$ cat src/rtl/seg7_display_ctrl.sv
// ---------------------------------------------------------------------------
// seg7_display_ctrl
//
// Multi-digit seven-segment display controller. A value is loaded through a
// valid/ready handshake and shown as hex or, when built with the optional
// converter, as decimal. Leading zeros can be blanked. A value that does not
// fit in NUM_DIGITS digits is shown as dashes, with overflow raised.
//
// Optional feature macro: SEG7_DECIMAL_EN
//   defined   : decimal mode via a sequential double-dabble engine (CONVERT).
//   undefined : load_mode is ignored; every load is hex, latency 2 cycles.
//
// Parameters:
//   NUM_DIGITS     number of digits driven (1..8)
//   DATA_W         width of load_data (1..32)
//   ACTIVE_LOW_SEG 1 = segment lit when its bit is 0, 0 = lit when 1
//
// Ports:
//   clk_clk        system clock
//   reset_reset_n  asynchronous active-low reset
//   load_valid     load request (requester holds it until accepted)
//   load_ready     controller can accept a load (high only in IDLE)
//   load_data      unsigned value to display
//   load_mode      0 = hex, 1 = decimal; sampled with load_data
//   blank_lz       1 = blank leading zeros; sampled with load_data
//   segments       digit i on [7i+6:7i], bit0 = a .. bit6 = g, digit 0 = LSD
//   overflow       last displayed value did not fit in NUM_DIGITS digits
//
// Handshake: a load transfers on every rising clock edge where load_valid and
// load_ready are both high. load_valid while load_ready is low is ignored and
// nothing is buffered. load_ready is registered, so it never depends
// combinationally on load_valid.
//
// The FSM state is held in 'state' (IDLE / CONVERT / UPDATE) for observation.
// ---------------------------------------------------------------------------
module seg7_display_ctrl #(
    parameter int NUM_DIGITS     = 4,
    parameter int DATA_W         = 16,
    parameter int ACTIVE_LOW_SEG = 1
) (
    input  logic                    clk_clk,
    input  logic                    reset_reset_n,
    input  logic                    load_valid,
    output logic                    load_ready,
    input  logic [DATA_W-1:0]       load_data,
    input  logic                    load_mode,
    input  logic                    blank_lz,
    output logic [7*NUM_DIGITS-1:0] segments,
    output logic                    overflow
);

    localparam int HEX_W = 4 * NUM_DIGITS;
    localparam int SEG_W = 7 * NUM_DIGITS;

    // XOR mask applied at the output register; also the all-segments-off
    // pattern, since an unlit active-high code is all zeros.
    localparam logic [SEG_W-1:0] SEG_INV =
        (ACTIVE_LOW_SEG != 0) ? {SEG_W{1'b1}} : {SEG_W{1'b0}};

    localparam logic [6:0] GLYPH_DASH  = 7'h40;
    localparam logic [6:0] GLYPH_BLANK = 7'h00;

`ifdef SEG7_DECIMAL_EN
    typedef enum logic [1:0] {
        IDLE    = 2'd0,
        CONVERT = 2'd1,
        UPDATE  = 2'd2
    } state_t;

    localparam int                CNT_W    = $clog2(DATA_W + 1);
    localparam logic [CNT_W-1:0] CNT_LAST = CNT_W'(DATA_W - 1);
`else
    typedef enum logic [1:0] {
        IDLE   = 2'd0,
        UPDATE = 2'd2
    } state_t;
`endif

    state_t            state;

    // digit_q holds the nibbles to display: the raw hex value in hex mode,
    // or the BCD accumulator in decimal mode.
    logic [HEX_W-1:0]  digit_q;
    logic              ovf_q;
    logic              blank_q;

`ifdef SEG7_DECIMAL_EN
    logic [DATA_W-1:0] data_q;
    logic [CNT_W-1:0]  bit_cnt;
    logic [HEX_W-1:0]  bcd_adj;
`else
    logic              unused_load_mode;
    assign unused_load_mode = load_mode;
`endif

    logic              hex_over;
    logic [SEG_W-1:0]  seg_next;
    logic [3:0]        nib;
    logic              seen_nonzero;

    // Active-high glyph for one hex digit.
    function automatic logic [6:0] glyph(input logic [3:0] value);
        case (value)
            4'h0:    glyph = 7'h3F;
            4'h1:    glyph = 7'h06;
            4'h2:    glyph = 7'h5B;
            4'h3:    glyph = 7'h4F;
            4'h4:    glyph = 7'h66;
            4'h5:    glyph = 7'h6D;
            4'h6:    glyph = 7'h7D;
            4'h7:    glyph = 7'h07;
            4'h8:    glyph = 7'h7F;
            4'h9:    glyph = 7'h6F;
            4'hA:    glyph = 7'h77;
            4'hB:    glyph = 7'h7C;
            4'hC:    glyph = 7'h39;
            4'hD:    glyph = 7'h5E;
            4'hE:    glyph = 7'h79;
            default: glyph = 7'h71;
        endcase
    endfunction

    // Hex overflow: any set input bit beyond the digits we can show.
    always_comb begin
        hex_over = 1'b0;
        for (int i = 0; i < DATA_W; i++) begin
            if (i >= HEX_W) begin
                hex_over = hex_over | load_data[i];
            end
        end
    end

`ifdef SEG7_DECIMAL_EN
    // Double-dabble correction step: +3 on every BCD nibble >= 5 before the
    // shift, so a nibble that reaches 10 carries into the next one.
    always_comb begin
        bcd_adj = digit_q;
        for (int i = 0; i < NUM_DIGITS; i++) begin
            if (digit_q[4*i +: 4] >= 4'd5) begin
                bcd_adj[4*i +: 4] = digit_q[4*i +: 4] + 4'd3;
            end
        end
    end
`endif

    // Glyph selection for all digits. Walk from the most significant digit
    // down, so seen_nonzero tells whether a digit is a leading zero.
    always_comb begin
        seg_next     = '0;
        nib          = 4'h0;
        seen_nonzero = 1'b0;
        for (int i = NUM_DIGITS - 1; i >= 0; i--) begin
            nib = digit_q[4*i +: 4];
            if (nib != 4'h0) begin
                seen_nonzero = 1'b1;
            end
            if (ovf_q) begin
                seg_next[7*i +: 7] = GLYPH_DASH;
            end else if (blank_q && !seen_nonzero && (i != 0)) begin
                seg_next[7*i +: 7] = GLYPH_BLANK;
            end else begin
                seg_next[7*i +: 7] = glyph(nib);
            end
        end
    end

    always_ff @(posedge clk_clk or negedge reset_reset_n) begin
        if (!reset_reset_n) begin
            state      <= IDLE;
            load_ready <= 1'b1;
            segments   <= SEG_INV;
            overflow   <= 1'b0;
            digit_q    <= '0;
            ovf_q      <= 1'b0;
            blank_q    <= 1'b0;
`ifdef SEG7_DECIMAL_EN
            data_q     <= '0;
            bit_cnt    <= '0;
`endif
        end else begin
            case (state)
                IDLE: begin
                    if (load_valid && load_ready) begin
                        blank_q    <= blank_lz;
                        load_ready <= 1'b0;
`ifdef SEG7_DECIMAL_EN
                        if (load_mode) begin
                            data_q  <= load_data;
                            digit_q <= '0;
                            ovf_q   <= 1'b0;
                            bit_cnt <= '0;
                            state   <= CONVERT;
                        end else begin
                            digit_q <= HEX_W'(load_data);
                            ovf_q   <= hex_over;
                            state   <= UPDATE;
                        end
`else
                        digit_q <= HEX_W'(load_data);
                        ovf_q   <= hex_over;
                        state   <= UPDATE;
`endif
                    end
                end

`ifdef SEG7_DECIMAL_EN
                CONVERT: begin
                    // One iteration per cycle, data MSB first. A 1 leaving
                    // the top of the BCD register means the value needs more
                    // digits than we have.
                    digit_q <= {bcd_adj[HEX_W-2:0], data_q[DATA_W-1]};
                    ovf_q   <= ovf_q | bcd_adj[HEX_W-1];
                    data_q  <= data_q << 1;
                    bit_cnt <= bit_cnt + CNT_W'(1);
                    if (bit_cnt == CNT_LAST) begin
                        state <= UPDATE;
                    end
                end
`endif

                UPDATE: begin
                    segments   <= seg_next ^ SEG_INV;
                    overflow   <= ovf_q;
                    load_ready <= 1'b1;
                    state      <= IDLE;
                end

                default: begin
                    load_ready <= 1'b1;
                    state      <= IDLE;
                end
            endcase
        end
    end

endmodule

$ cat config.mk
export PLATFORM = sky130hd
export DESIGN_NAME = seg7_display_ctrl
export DESIGN_NICKNAME = d
export VERILOG_FILES = /design/src/rtl/seg7_display_ctrl.sv
export SDC_FILE = /design/constraint.sdc
export NUM_CORES = 1
export LEC_CHECK = 0
export BUFFER_PORTS_ARGS = -buffer_cell sky130_fd_sc_hd__buf_2
export CORE_ASPECT_RATIO = 0.9
export CORE_MARGIN = 1
export CORE_UTILIZATION = 35
export DETAILED_ROUTE_END_ITERATION = 12
export MAX_ROUTING_LAYER = met4
export PLACE_DENSITY_LB_ADDON = 0.08
export SLEW_MARGIN = 10
export SYNTH_ARGS = -nofsm -noshare
export SYNTH_HDL_FRONTEND = slang
export SYNTH_SLANG_ARGS = --single-unit
$ cat constraint.sdc
create_clock -name clk_clk -period 1.8 [get_ports clk_clk]
set_input_delay 0.18 -clock clk_clk [delete_from_list [all_inputs] [get_ports clk_clk]]
set_output_delay 0.18 -clock clk_clk [all_outputs]
set_load 0.05 [all_outputs]
Word-level counts from Yosys, hierarchy flattened
Memory sizes are Yosys's and may differ from the RTL's.
Index checks and enable logic that the tools add are counted.
{"block": "classes", "multipliers": 0, "shifts": 0, "eq_ne": 2, "add_sub_neg": 0, "n_mux": 10, "magnitude_cmp": 0, "div": 0, "n_bitwise": 1, "n_reduce_logical": 12}
{"cell": "NOT 28 bit", "n": 1}
{"cell": "two-way mux 7 bit", "n": 3}
{"cell": "nonzero test 4 bit", "n": 3}
{"cell": "two-way mux 1 bit", "n": 5}
{"cell": "logical AND 1 bit", "n": 4}
{"cell": "two-way mux 2 bit", "n": 2}
{"cell": "logical NOT 1 bit", "n": 3}
{"cell": "equality test 2 bit (second input constant)", "n": 1}
{"cell": "logical NOT 2 bit", "n": 1}
{"cell": "!= test 2 bit (second input constant)", "n": 1}
{"cell": "AND reduction 2 bit", "n": 1}
{"block": "word_totals", "ff_bits": 48, "latchBits": 0, "memories": 4, "ram_bits": 0, "inputBits": 21, "output_inout_bits": 30, "rom_bits": 448, "elab_cells": 34}
{"name": "(name not given)", "depth": 16, "width": 7, "read_ports": 1, "rd_clocked_by_memory_dff": 0, "wr": 0, "line_no": "103", "text": "case (value)"}
{"name": "(name not given)", "depth": 16, "width": 7, "read_ports": 1, "rd_clocked_by_memory_dff": 0, "wr": 0, "line_no": "103"}
{"name": "(name not given)", "depth": 16, "width": 7, "read_ports": 1, "rd_clocked_by_memory_dff": 0, "wr": 0, "line_no": "103"}
{"name": "(name not given)", "depth": 16, "width": 7, "read_ports": 1, "rd_clocked_by_memory_dff": 0, "wr": 0, "line_no": "103"}

Longest topological paths before layout
Gate-level depths: netlist of run 1.
{"block": "depth", "word_depth": 8, "mapped_depth": 5, "ltp_nobuf": 5}

Least setup slack after synthesis of run 1
Ideal clock, no wire load.
{"block": "synth_timing", "kind": "register to register", "start": "register digit_q[0]", "end": "register segments[3]", "arrival_time_ns": 1.518, "setup_ns": 0.082, "slack_ns": 0.200, "required_time_ns": 1.718, "synth_period_minus_slack_ns": 1.600, "stages_incl_launch_ff": 6, "path_cell_list": "dfrtp_1 inv_1 ha_1 inv_1 mux4_1 mux2_2"}
{"block": "synth_via", "elab_chain_len": 2}
{"item": "from (decl)", "line_no": "83", "text": "logic [HEX_W-1:0] digit_q;"}
{"item": "from (signal assigned)", "line_no": "199", "text": "digit_q <= HEX_W'(load_data);"}
{"item": "memory (16 x 7 bit)"}
{"item": "NOT 28 bit (no line)"}
{"item": "to (signal assigned)", "line_no": "222", "text": "segments <= seg_next ^ SEG_INV;"}
{"item": "to (decl)", "line_no": "48", "text": "output logic [7*NUM_DIGITS-1:0] segments,"}
Every way passes these cells.
A chain may end at the register's enable or synchronous reset.

Worst setup path in the final report of run 1
{"block": "layout_timing", "start": "register digit_q[1]", "end": "register segments[3]"}
Same word-level chain as after synthesis.

==> reports/results.tsv, run 1 <==
metric	value	unit
storage element area	1214	um2
Slew headroom	64.49	%
GR Util All Layers	14.57	%
status	complete, no violations	
Initial DRC Count	36	
synthesized area	2870	um2
cell repeated most along the worst path	inv_1	
largest net degree at the start of global routing	52	
DRT antenna net count	0	
Fin Clk Skew	0.009377	ns
Placed Area	3227	um2
Yosys reg bits	47	
die height	87.91	um
required time worst endpoint	2.03	ns
antenna fix cells	0	
number of distinct library cells after synthesis	39	
power density cells	524.3	nW/um2
CTS tree	yes	
Final WS setup	0.1054	ns
number of max-cap violations	0	
drt pass-1 iters	4	
grt ovf	0	
die footprint	8567	um2
CP Capture Type	flop	
Mean Syn Cell Area	10.91	um2
Period minus WS final	1.695	ns
first-pass GRT wire length	9660	um
Post-Place Cells	399	
cell count after synthesis	263	
crit path kind	reg2reg	
pre-CTS WS	0.1130	ns
Post-synth EDFFs	0	
Critical Path Max Stage Delay	0.47	ns
Final Core Density	43.03	%
critical path cell sequence	inv_1 > ha_1 > inv_1 > mux4_1 > mux2_2	
final slew viol count	0	
static leakage	1.520	nW
Die X	97.46	um
final setup vio count	0	
Hold Vio Cnt, Final	0	
worst path bufs/invs	2	
Post-Layout Inst Area	3327	um2
number of global-route vias before repair	2017	
Root Buffer	clkbuf_8	
arrival time at the worst endpoint	1.93	ns
crit-path max FO	6	
RSZ-0062 raised after global routing	false	
drt wl/cell	13.85	um
initial antenna violation count	0	
worst vdd ir	0.3152	mV
H-tree levels	2	
CP top delay family	multiplexers	
Area Overhead vs Synth	15.91	%
measured slew at the worst slew-check pin	0.5326	ns
DP HPWL	4123	um
Clk pin slew, worst setup/hold paths	0.09	ns
Top Ports	51	
critical path startpoint category	flop	
cts bufs inserted	5	
layout cells sized above 1	41.99	%
Initial Util	37.12	%
num rows	30	
CTS sink cnt	47	
DRC viols	0	
fin cells	408	
f_max	0.5901	GHz
nets@finish	356	
fillers	780	
DRT Wirelength	5651	um
ys async rst share	100.0	%
Synth Flop Type	dfstp_2	
Ys Warns	0	
DR vias/cell	4.887	
crit share post-route	94.15	%
Post-Route Setup TNS	0	ns
Post-CTS Setup Inserts	0	
clock latency at the later pin of the worst-skew pair	0.30	ns
post-synthesis sequential area ratio	42.24	%
Vias	1994	
total core area	7732	um2
multi-input combinational cell area	1486	um2
Slowest-stage cell, CP	mux4_1	
Final GP Congestion	0.7731	
Syn Nets	308	
IO buf count	48	
Hold/Removal Path Class	in2reg	
clk buf depth	2	
==> logic make-up after synthesis <==
family                   Yosys count  synth area share (%)
buffers and inverters             37                 6.103
AO/OA/AOI/OAI                     50                 11.20
flip-flops                        47                 42.24
multiplexers                      42                 17.92
AND/OR/NAND/NOR                   62                 11.94
adder cells (fa/ha/maj)           24                 10.46
other                              1                0.1307
==> metal layers <==
layer / track usage (%) / vias up / wire length, um
met5: - / - / 0
met4: 3.610 / 0 / 44
met3: 3.113 / 4 / 218
met2: 23.97 / 34 / 2630
met1: 18.45 / 940 / 2757
li1: - / 1016 / -
==> sequential cells by signal, summed over array words and instances (netlist names) <==
name / cells
load_ready: 1
digit_q: 16
blank_q: 1
segments: 28
state: 1
==> Yosys cell counts (2+ instances only) <==
cell,instances,area (um2)
a21oi_1,16,80.08
o22a_1,3,26.28
dfstp_2,29,762.0
nand3_1,3,15.01
clkbuf_1,7,26.28
inv_1,19,71.32
mux4_2,2,45.04
mux2i_1,9,90.09
a221oi_1,2,17.52
o21ai_0,4,20.02
o32a_1,3,30.03
nor2b_1,11,68.82
mux4_1,2,52.55
buf_6,3,33.78
nand3b_1,2,15.01
ha_1,24,300.3
a22oi_1,2,15.01
mux2_2,29,326.6
nor3_1,4,20.02
buf_4,2,15.01
nor2_1,27,101.4
a31oi_1,15,93.84
nand2_1,8,30.03
dfrtp_1,18,450.4
buf_2,5,25.02
==> what timing repair did <==
action                     4_1_cts  5_1_grt
resized for setup                0        2
hold endpoints to repair        10        0
hold buffers                     1        0
setup endpoints to repair        0        5
==> power by group <==
| group | switching (mW) | total (mW) | internal, mW |
|---|---|---|---|
| combinational | 0.0324 | 0.0528 | 0.0205 |
| clock | 0.360 | 0.633 | 0.272 |
| sequential | 0 | 1.06 | 1.06 |
| total | 0.393 | 1.74 | 1.35 |
==> placed cells by master (no fill, tap or decap), types with 2 or more instances in the layout <==
cell type,netlist,final
mux4_1,2,2
a22oi_1,2,2
mux2i_1,9,9
o22a_1,3,3
nor3_1,4,4
ha_1,24,24
a221oi_1,2,2
mux4_2,2,2
nand3b_1,2,2
a31oi_1,15,15
nand2_1,8,8
dfstp_2,29,29
mux2_2,29,29
o32a_1,3,3
inv_1,19,19
nand3_1,3,3
a21oi_1,16,16
buf_2,5,48
clkbuf_8,0,5
nor2b_1,11,11
nor2_1,27,27
buf_4,2,8
o21ai_0,4,4
buf_12,0,2
dfrtp_1,18,17
==> cell type report <==
class	count	area share [%]
Inverter	19	2.144
Timing Repair Buffer	59	10.53
Clock buffer	6	2.181
Tap cell	96	3.610
Sequential cell	47	36.48
Clock inverter	2	0.3761
Multi-Input combinational cell	179	44.68
==> worst paths after layout <==
check,start,end,slack [ns],cells after the start
setup / recovery,digit_q[1]$_DFFE_PN0P_,segments[3]$_DFFE_PN1P_,0.11,5
hold / removal,load_data[5],digit_q[5]$_DFFE_PN0P_,0.11,2
setup reg to reg,digit_q[1]$_DFFE_PN0P_,segments[3]$_DFFE_PN1P_,0.11,5
hold reg to reg,segments[22]$_DFFE_PN1P_,segments[22]$_DFFE_PN1P_,0.49,2
max in group asynchronous,reset_reset_n,segments[20]$_DFFE_PN1P_,0.81,3
min in group asynchronous,reset_reset_n,digit_q[12]$_DFFE_PN0P_,0.39,2
==> per-stage QoR <==
| step | power [mW] | hold slack [ns] |
|---|---|---|
| floorplan | 1.084 | -0.1156 |
| global placement | 1.130 | 0.1981 |
| detailed placement | 1.131 | 0.2029 |
| CTS | 1.788 | 0.09815 |
| global route | 1.837 | 0.08927 |
| finish | 1.744 | 0.1058 |
Note: power is estimated with default switching activity, not from simulation.
==> run 2, diff against run 1 <==
--- a/config.mk
+++ b/config.mk
@@ -8,10 +8,10 @@
 export BUFFER_PORTS_ARGS = -buffer_cell sky130_fd_sc_hd__buf_2
 export CORE_ASPECT_RATIO = 0.9
 export CORE_MARGIN = 1
-export CORE_UTILIZATION = 35
+export CORE_UTILIZATION = 50
 export DETAILED_ROUTE_END_ITERATION = 12
 export MAX_ROUTING_LAYER = met4
-export PLACE_DENSITY_LB_ADDON = 0.08
+export PLACE_DENSITY = 0.73
 export SLEW_MARGIN = 10
 export SYNTH_ARGS = -nofsm -noshare
 export SYNTH_HDL_FRONTEND = slang
==> reports/results.tsv, run 2 (same netlist as run 1, synthesis figures left out) <==
metric	value	unit	change
status	complete, no violations		
drt pass-1 iters	4		unchanged
Top reg by flops	segments		
num rows	25		-17%
critical path startpoint category	flop		
grt peak-use layer	met2		
CTS sink cnt	47		unchanged
IO buf count	48		unchanged
worst vdd ir	0.4018	mV	+27%
grt ovf	0		unchanged
final slew viol count	0		unchanged
clk buf depth	2		unchanged
Vias	2007		+0.65%
H-tree levels	2		unchanged
Logic pwr share	3.0	%	about the same
crit share post-route	94.92	%	+0.77 points
first-pass GRT wire length	8797	um	-8.9%
worst r2r src	digit_q[0]$_DFFE_PN0P_		
crit path kind	reg2reg		
GR Util All Layers	19.74	%	+5.2 points
top flop regs	segments (28), digit_q (16)		
number of max-cap violations	0		unchanged
drt wl/cell	13.93	um	+0.54%
CP Depth	5		unchanged
Sequential Power Share	60.5	%	-0.2 points
largest net degree at the start of global routing	35		-33%
net switching power	367.5	uW	-6.4%
Period minus WS final	1.709	ns	+0.01389 ns
critical path cell sequence	inv_2 > ha_1 > inv_1 > mux4_1 > mux2_2		
DRT antenna net count	0		unchanged
crit-path max FO	6		unchanged
static leakage	1.514	nW	-0.39%
Placed Area	3156	um2	-2.2%
Initial DRC Count	87		+140%
R2R Path End	segments[3]$_DFFE_PN1P_		
Reg2Reg Depth	5		unchanged
DR vias/cell	5.338		+9.2%
total core area	5380	um2	-30%
Initial Util	53.35	%	+16 points
met2 Use GR	31.86	%	+7.9 points
CTS tree	yes		
met1 Usage GRT	25.04	%	+6.6 points
Hold Worst Slack	0.1106	ns	+0.004840 ns
min-delay src	load_data[7]		
required time worst endpoint	2.03	ns	about the same
measured slew at the worst slew-check pin	0.5300	ns	-0.002656 ns
reg2reg setup slack	0.09	ns	about the same
Net Sw Frac	21.02	%	-1.5 points
Hold Vio Cnt, Final	0		unchanged
Slowest-stage cell, CP	mux4_1		
die height	73.88	um	-16%
Hold/Removal Path Class	in2reg		
CP Capture Type	flop		
Worst Hold End	digit_q[7]$_DFFE_PN0P_		
Fin Clk Skew	0.005719	ns	-0.003658 ns
DRC viols	0		unchanged
Int Pwr	1.381	mW	+2.2%
antenna fix cells	0		unchanged
Root Buffer	clkbuf_8		
f_max	0.5853	GHz	-0.81%
worst path bufs/invs	2		unchanged
arrival time at the worst endpoint	1.93	ns	about the same
number of global-route vias before repair	1918		-4.9%
pre-CTS WS	0.08253	ns	-0.03051 ns
Post-Layout Inst Area	3261	um2	-2.0%
Area Overhead vs Synth	13.60	%	
die footprint	6048	um2	-29%
Min-Delay Path Depth	2		unchanged
cts bufs inserted	5		unchanged
clock share of power	36.5	%	+0.2 points
DP HPWL	3786	um	-8.2%
DRT Wirelength	5236	um	-7.3%
Critical Path Max Stage Delay	0.49	ns	+0.02 ns
most common cell after layout, fill and taps aside	buf_2		
Clk pin slew, worst setup/hold paths	0.08	ns	about the same
Die X	81.87	um	-16%
fillers	470		-40%
Final GP Congestion	0.8434		+9.1%
most frequent cells in the layout	buf_2, mux2_2, dfstp_2		
met3 GRT Util	4.224	%	+1.1 points
Largest register FFs	28		unchanged
clock latency at the later pin of the worst-skew pair	0.29	ns	about the same
nets@finish	354		-0.56%
CP top delay family	multiplexers		
Post-Route Setup TNS	0	ns	unchanged
RSZ-0062 raised after global routing	false		
Slew headroom	64.67	%	+0.18 points
layout cells sized above 1	41.42	%	-0.56 points
Final WS setup	0.09149	ns	-0.01389 ns
initial antenna violation count	0		unchanged
power density cells	536.2	nW/um2	+2.3%
final setup vio count	0		unchanged
Top Ports	51		unchanged
[run 2: how the worst max path moves through the flow]
stage	startpoint	end	slack [ns]
floorplan	digit_q[0]$_DFFE_PN0P_	segments[3]$_DFFE_PN1P_	0.20
finish	digit_q[0]$_DFFE_PN0P_	segments[3]$_DFFE_PN1P_	0.09
CTS	digit_q[0]$_DFFE_PN0P_	segments[3]$_DFFE_PN1P_	0.06
global placement	digit_q[0]$_DFFE_PN0P_	segments[3]$_DFFE_PN1P_	0.13
global route	digit_q[0]$_DFFE_PN0P_	segments[3]$_DFFE_PN1P_	0.02
detailed placement	digit_q[0]$_DFFE_PN0P_	segments[3]$_DFFE_PN1P_	0.08
[run 2: power groups by stage]
stage | clock network (mW) | registers [mW] | logic [mW]
3_3_place_gp | 0 | 1.08 | 0.0522
5_1_grt | 0.703 | 1.06 | 0.0594
3_5_place_dp | 0 | 1.08 | 0.0521
6_report | 0.638 | 1.06 | 0.0516
4_1_cts | 0.673 | 1.06 | 0.0535
2_1_floorplan | 0 | 1.08 | 0.00703
[run 2: worst reg2reg max path: stages (launching register included)]
cell and delay [ns]:
dfrtp_1 0.43, inv_2 0.09, ha_1 0.31, inv_1 0.05, mux4_1 0.49, mux2_2 0.28
[run 2: per-layer routing]
layer	part of all wire, %	vias to the layer above
met3	3.4	5
met1	49	952
met4	0.82	0
li1	-	1015
met5	0	-
met2	47	35
[run 2: metrics by stage]
step                power, mW  util, %  instances
global placement        1.129    58.65        367
CTS                     1.786    60.47        375
floorplan               1.084        -        263
finish                  1.748    60.60        376
global route            1.822    60.60        376
detailed placement      1.129    58.65        367
[run 2: what timing repair did]
action / CTS / global route
resized for setup: 0 / 1
hold buffers: 1 / 0
setup endpoints to repair: 0 / 1
setup buffers: 0 / 1
hold endpoints to repair: 10 / 0
[run 2: final cells by class]
cell class	count	area [um2]	area share (%)
clock inverter	1	5.005	0.1535
timing repair buffer	57	322.8	9.900
inverter	19	71.32	2.187
clock buffer	6	82.58	2.533
sequential	47	1212	37.18
multi-input combinational	179	1483	45.47
tap	67	83.83	2.571
